==> src/rtl/dmem_pkg.sv <==
// Shared types and constants for the data-memory bus controller.
// Imported by the controller top and its timeout counter.
package dmem_pkg;

  typedef enum logic [1:0] {
    IDLE  = 2'd0,
    BEAT0 = 2'd1,
    BEAT1 = 2'd2,
    FIN   = 2'd3
  } state_t;

  localparam int unsigned BEAT_INC = 4;

endpackage

==> src/rtl/dmem_tmo_cnt.sv <==
// Per-beat timeout counter: counts unacknowledged beat cycles.
// expired flags the cycle in which the count would reach TMO_CYC.
module dmem_tmo_cnt #(
  parameter int unsigned TMO_CYC = 15
) (
  input  logic Clk,
  input  logic Reset,
  input  logic clr,
  input  logic inc,
  output logic expired
);

  logic [7:0] cnt;

  assign expired = inc && (cnt == 8'(TMO_CYC - 1));

  always_ff @(posedge Clk or negedge Reset) begin
    if (!Reset) begin
      cnt <= '0;
    end else if (clr) begin
      cnt <= '0;
    end else if (inc) begin
      cnt <= cnt + 8'd1;
    end
  end

endmodule

==> src/rtl/dmem_bus_ctrl.sv <==
// Data-memory bus controller: splits CPU requests into one or two
// 32-bit acked beats and reports done / busy / timeout to control.
module dmem_bus_ctrl
  import dmem_pkg::*;
#(
  parameter int unsigned ADDR_W  = 32,
  parameter int unsigned TMO_CYC = 15
) (
  input  logic              Clk,
  input  logic              Reset,
  input  logic              req,
  input  logic              we,
  input  logic              dword,
  input  logic [ADDR_W-1:0] addr,
  input  logic [63:0]       wdata,
  output logic [63:0]       rdata,
  output logic              done,
  output logic              err,
  output logic              busy,
  output logic              m_cs,
  output logic              m_we,
  output logic [ADDR_W-1:0] m_addr,
  output logic [31:0]       m_wdata,
  input  logic [31:0]       m_rdata,
  input  logic              m_ack
);

  state_t            state;
  logic              we_r;
  logic              dword_r;
  logic [ADDR_W-1:0] addr_r;
  logic [31:0]       wdata_hi_r;

  logic in_beat;
  logic beat_ack;
  logic tmo_inc;
  logic tmo_clr;
  logic tmo_exp;

  // A beat cycle is one where the memory actually sees a select.
  assign in_beat  = m_cs && ((state == BEAT0) || (state == BEAT1));
  assign beat_ack = in_beat && m_ack;
  assign tmo_inc  = in_beat && !m_ack;
  assign tmo_clr  = beat_ack || tmo_exp || (state == IDLE);

  dmem_tmo_cnt #(
    .TMO_CYC (TMO_CYC)
  ) u_tmo (
    .Clk     (Clk),
    .Reset   (Reset),
    .clr     (tmo_clr),
    .inc     (tmo_inc),
    .expired (tmo_exp)
  );

  always_ff @(posedge Clk or negedge Reset) begin
    if (!Reset) begin
      state      <= IDLE;
      we_r       <= 1'b0;
      dword_r    <= 1'b0;
      addr_r     <= '0;
      wdata_hi_r <= '0;
      rdata      <= '0;
      done       <= 1'b0;
      err        <= 1'b0;
      busy       <= 1'b0;
      m_cs       <= 1'b0;
      m_we       <= 1'b0;
      m_addr     <= '0;
      m_wdata    <= '0;
    end else begin
      done <= 1'b0;
      err  <= 1'b0;
      unique case (state)
        IDLE: begin
          if (req) begin
            we_r       <= we;
            dword_r    <= dword;
            addr_r     <= addr;
            wdata_hi_r <= wdata[63:32];
            if (!we && !dword) begin
              rdata[63:32] <= '0;
            end
            busy    <= 1'b1;
            m_cs    <= 1'b1;
            m_we    <= we;
            m_addr  <= addr;
            m_wdata <= wdata[31:0];
            state   <= BEAT0;
          end
        end
        BEAT0: begin
          if (beat_ack) begin
            if (!we_r) begin
              rdata[31:0] <= m_rdata;
            end
            m_cs  <= 1'b0;
            m_we  <= 1'b0;
            state <= dword_r ? BEAT1 : FIN;
          end else if (tmo_exp) begin
            err   <= 1'b1;
            busy  <= 1'b0;
            m_cs  <= 1'b0;
            m_we  <= 1'b0;
            state <= IDLE;
          end
        end
        BEAT1: begin
          // First BEAT1 cycle is the deselect gap; select rises after it.
          if (!m_cs) begin
            m_cs    <= 1'b1;
            m_we    <= we_r;
            m_addr  <= addr_r + ADDR_W'(BEAT_INC);
            m_wdata <= wdata_hi_r;
          end else if (beat_ack) begin
            if (!we_r) begin
              rdata[63:32] <= m_rdata;
            end
            m_cs  <= 1'b0;
            m_we  <= 1'b0;
            state <= FIN;
          end else if (tmo_exp) begin
            err   <= 1'b1;
            busy  <= 1'b0;
            m_cs  <= 1'b0;
            m_we  <= 1'b0;
            state <= IDLE;
          end
        end
        FIN: begin
          done  <= 1'b1;
          busy  <= 1'b0;
          state <= IDLE;
        end
      endcase
    end
  end

endmodule

==> config.mk <==
export PLATFORM = sky130hd
export DESIGN_NAME = dmem_bus_ctrl
export DESIGN_NICKNAME = d
export VERILOG_FILES = /design/src/rtl/dmem_pkg.sv /design/src/rtl/dmem_tmo_cnt.sv /design/src/rtl/dmem_bus_ctrl.sv
export SDC_FILE = /design/constraint.sdc
export NUM_CORES = 1
export LEC_CHECK = 0
export ABC_AREA = 1
export CAP_MARGIN = 10
export CORE_AREA = 2 2 130 164
export DETAILED_ROUTE_END_ITERATION = 16
export DIE_AREA = 0 0 132 166
export GPL_TIMING_DRIVEN = 0
export PLACE_DENSITY_LB_ADDON = 0.15
export SLEW_MARGIN = 20
export SYNTH_ARGS = -nofsm -noshare
export SYNTH_HDL_FRONTEND = slang
export SYNTH_SLANG_ARGS = --single-unit
export TNS_END_PERCENT = 20
==> constraint.sdc <==
create_clock -name Clk -period 2.5 [get_ports Clk]
set_input_delay 0.375 -clock Clk [delete_from_list [all_inputs] [get_ports Clk]]
set_output_delay 0.375 -clock Clk [all_outputs]
set_load 0.05 [all_outputs]
==> reports/qor_table.md <==
| Quantity | Reported | Unit |
| --- | --- | --- |
| Run status | finished, final reports clean | - |
| Via count of the first global-routing pass | 8567 | - |
| Number of instances in the synthesized netlist | 1070 | - |
| Final WL | 28800 | um |
| Power share of the sequential group | 30.4 | % |
| Overall power of the completed layout | 0.0193 | W |
| Cell count of the worst reg-to-reg path | 8 | - |
| DP Worst Slack | 310 | ps |
| Clock Latency Late Sink | 500 | ps |
| Largest family of logic cells by synthesized area | simple AND/OR/NAND/NOR gates | - |
| Initial antenna violation count | 3 | - |
| Critical path endpoint | m_addr[17]$_DFFE_PN0P_ | - |
| Reg2reg end | m_addr[17]$_DFFE_PN0P_ | - |
| Upper clock frequency limit | 0.453 | GHz |
| Top fanout value on the critical path | 10 | - |
| Die Span X | 132 | um |
| Simple logic cell fraction of the synthesized area | 22.1 | % |
| Worst-case clock skew | 8.98 | ps |
| Transition time of the tightest slew-check pin | 637 | ps |
| Placed wire-length estimate after detailed placement | 21200 | um |
| Htree depth | 1 | - |
| Core Region | 20400 | um^2 |
| #FFs+latches synth | 209 | - |
| Sum of overflow across all layers after global routing | 0 | - |
| Routability Congestion | 0.893 | - |
| Fraction of registers with async set/reset | 100 | % |
| Post-route minimum period | 2210 | ps |
| Share of final-layout standard cells stronger than drive strength 1 | 11.3 | % |
| Count of final hold-check violations | 0 | - |
| Remaining antenna violation count after routing | 0 | - |
| Pint | 0.0105 | W |
| Critical path's slowest cell | sky130_fd_sc_hd__clkbuf_1 | - |
| Fin nets | 1506 | - |
| Final design instance area without fill | 13500 | um^2 |
| Setup Total Neg Slack | 0 | ps |
| Primary flip-flop cell chosen by synthesis mapping | sky130_fd_sc_hd__dfrtp_1 | - |
| Critical path endpoint category | register | - |
| Via count | 8438 | - |
| Most frequent cells in the layout | sky130_fd_sc_hd__nand2_1, sky130_fd_sc_hd__clkdlybuf4s50_1, sky130_fd_sc_hd__dfrtp_1, sky130_fd_sc_hd__nor2_1, sky130_fd_sc_hd__mux2_2 | - |
| Buffers on Ports | 266 | - |
| Number of distinct library cell variants in the gate-level netlist after synthesis | 32 | - |
| Average footprint of a synthesized cell | 8.97 | um^2 |
| Sequential area share after synthesis | 54.5 | % |
| Critical path launch point | state[0]$_DFFE_PN0P_ | - |
| Buffer type at the clock tree root | sky130_fd_sc_hd__clkbuf_16 | - |
| Total nets after synthesis | 1211 | - |
| Required time at the worst-slack endpoint | 2890 | ps |
| Via density per instance | 5.09 | - |
| Startpoint of the lowest-slack register-to-register path | state[0]$_DFFE_PN0P_ | - |
| Overall global routing resource usage | 26.0 | % |
| Wire length of the first global-routing pass | 45400 | um |
| Number of top-level pins | 267 | - |
| Clock-pin slew on the worst setup and hold paths | 60 | ps |
| Adder and majority cell fraction of the synthesized area | 0.913 | % |
| Post-synth EDFFs | 0 | - |
| Leakage component of the power | 5.86 | nW |
| Maximum number of pins on one net before global-route repair | 93 | - |
| Area fraction in compound gates after synthesis | 8.06 | % |
| Most common cell after layout, fill and taps aside | sky130_fd_sc_hd__nand2_1 | - |
| Cell chain of the critical path | inv_1 > ha_1 > buf_2 > buf_2 > clkbuf_1 > nand3_1 > nand2_1 > nand2_1 | - |
| CP arrival | 2600 | ps |
| Final period utilization | 88.3 | % |
| Pre-antenna DRT Iters | 5 | - |
| Hold WC Path Type | input port to asynchronous set/reset pin | - |
| Initial detailed-routing violation count | 590 | - |
| Synth-to-Final Area Change | 40.6 | % |
| Max-Slew Margin vs Limit | 57.4 | % |
| Type of the setup path with the least slack | register to register | - |
| Vert. Die Dim | 166 | um |
| CTS tree | built | - |
| Setup-failing EPs final | 0 | - |
| Yosys synthesis warning count | 0 | - |
| Switching power of the nets | 0.00877 | W |
| Starting density of the core | 46.9 | % |
| Synthesized cell area | 9600 | um^2 |
| Pwr dens | 1430 | nW/um^2 |
| Final slew viol count | 0 | - |
| Proportion of synthesized area in mux cells | 8.21 | % |
| Share of total power in the clock network | 18.6 | % |
| Post-CTS Setup Inserts | 0 | - |
| Post-layout worst setup margin | 292 | ps |
| Number of buffers added by the clock tree synthesis step | 24 | - |
| Peak supply drop | 855 | uV |
| Number of sinks on the clock net | 209 | - |
| Power share of the combinational group | 51.1 | % |
| Xor/xnor cell area share of the yosys netlist | 1.37 | % |
| Detailed-route wire length per cell | 17.4 | um |
| Max capacitance violation total | 0 | - |
| Std-Cell Rows | 59 | - |
| Unrepaired setup endpoints after global routing | no | - |
| Critical path startpoint category | register | - |
| Worst reg-to-reg setup slack | 290 | ps |
| Total placed instance area | 12700 | um^2 |
| Buffer depth of the longest clock path | 3 | - |
| CP max stage delay | 490 | ps |
| DRC violations left | 0 | - |
| Overall die area | 21900 | um^2 |
| Fraction of power spent switching nets | 45.5 | % |
==> cell families after synthesis <==
group	Yosys count
XOR/XNOR	15
AO/OA/AOI/OAI	144
buffers and inverters	106
flip-flops	209
multiplexers	70
adder cells (fa/ha/maj)	7
AND/OR/NAND/NOR	519
==> worst min-delay path by stage <==
stage               slack, ps                     end                    from  cells past startpoint
floorplan                  80   addr_r[0]$_DFFE_PN0P_                   Reset                      0
global route              350  m_addr[18]$_DFFE_PN0P_                   Reset                      2
global placement          460  m_addr[30]$_DFFE_PN0P_  m_addr[30]$_DFFE_PN0P_                      2
finish                    340  m_addr[18]$_DFFE_PN0P_                   Reset                      2
detailed placement        270  m_addr[18]$_DFFE_PN0P_                   Reset                      1
CTS                       340  m_addr[18]$_DFFE_PN0P_                   Reset                      2
==> registers in the layout, summed over array words and instances, names as in the netlist <==
signal and flops:
dword_r 1, done 1, m_cs 1, we_r 1
wdata_hi_r 32, addr_r 32, m_addr 32, busy 1
err 1, state 2, u_tmo.cnt 8, m_wdata 32
rdata 64, m_we 1
==> layer usage <==
| metal | wire (um) | up-vias | track usage, % |
|---|---|---|---|
| li1 | - | 4068 | - |
| met1 | 10700 | 4037 | 29.9 |
| met2 | 14900 | 273 | 45.6 |
| met3 | 2240 | 60 | 7.75 |
| met4 | 964 | 0 | 9.59 |
| met5 | 0 | - | 0 |
==> power groups by stage <==
stage               clock network [W]  registers (W)  logic [W]
floorplan                           0        0.00877    0.00352
global placement                    0        0.00583    0.00975
detailed placement                  0        0.00588    0.00987
CTS                           0.00365        0.00585    0.00992
global route                  0.00379        0.00604     0.0105
finish                        0.00358        0.00585    0.00984
==> critical path, delay by kind of cell (launching register included) <==
family        cells  cell delay, ps
simple gates      3             390
buf+inv           4            1120
fa+ha+maj         1             140
flops             1             430
==> Yosys cell counts, drive strengths merged, types with 9 or more instances <==
cell    number  area share (%)
o21ai       71             3.7
nor2       105             4.3
nand2      357              14
nand3b      13             1.0
dfrtp      209              54
inv         55             2.2
nand3       33             2.1
clkbuf      17            0.66
mux2        70             8.2
xnor2        9            0.82
buf         33             2.0
a31oi       36             2.3
a21oi       34             1.8
==> through the flow <==
step | utilization [%] | cells | hold slack [ps]
CTS | 65.9 | 1655 | 336
global placement | 61.6 | 1610 | 462
finish | 66.0 | 1658 | 336
global route | 66.0 | 1658 | 355
detailed placement | 61.9 | 1612 | 274
floorplan | - | 1070 | 79.4
==> repair_timing <==
item / 4_1_cts / 5_1_grt
hold endpoints to repair: 39 / 0
endpoints found under the setup margin: 0 / 0
resized for setup: 0 / 0
hold buffers: 1 / 0
==> final cells by class <==
type / count / area (um^2)
fillers: 1752 / 6960
flip-flops and latches: 209 / 5230
multi-input cells: 755 / 3900
repair buffers: 269 / 2730
clock buffers: 35 / 723
well taps: 274 / 343
plain buffers: 50 / 256
inverters: 56 / 211
clock inverters: 7 / 90.1
diodes: 3 / 7.51
No activity file was read; power rests on OpenSTA's default activity.
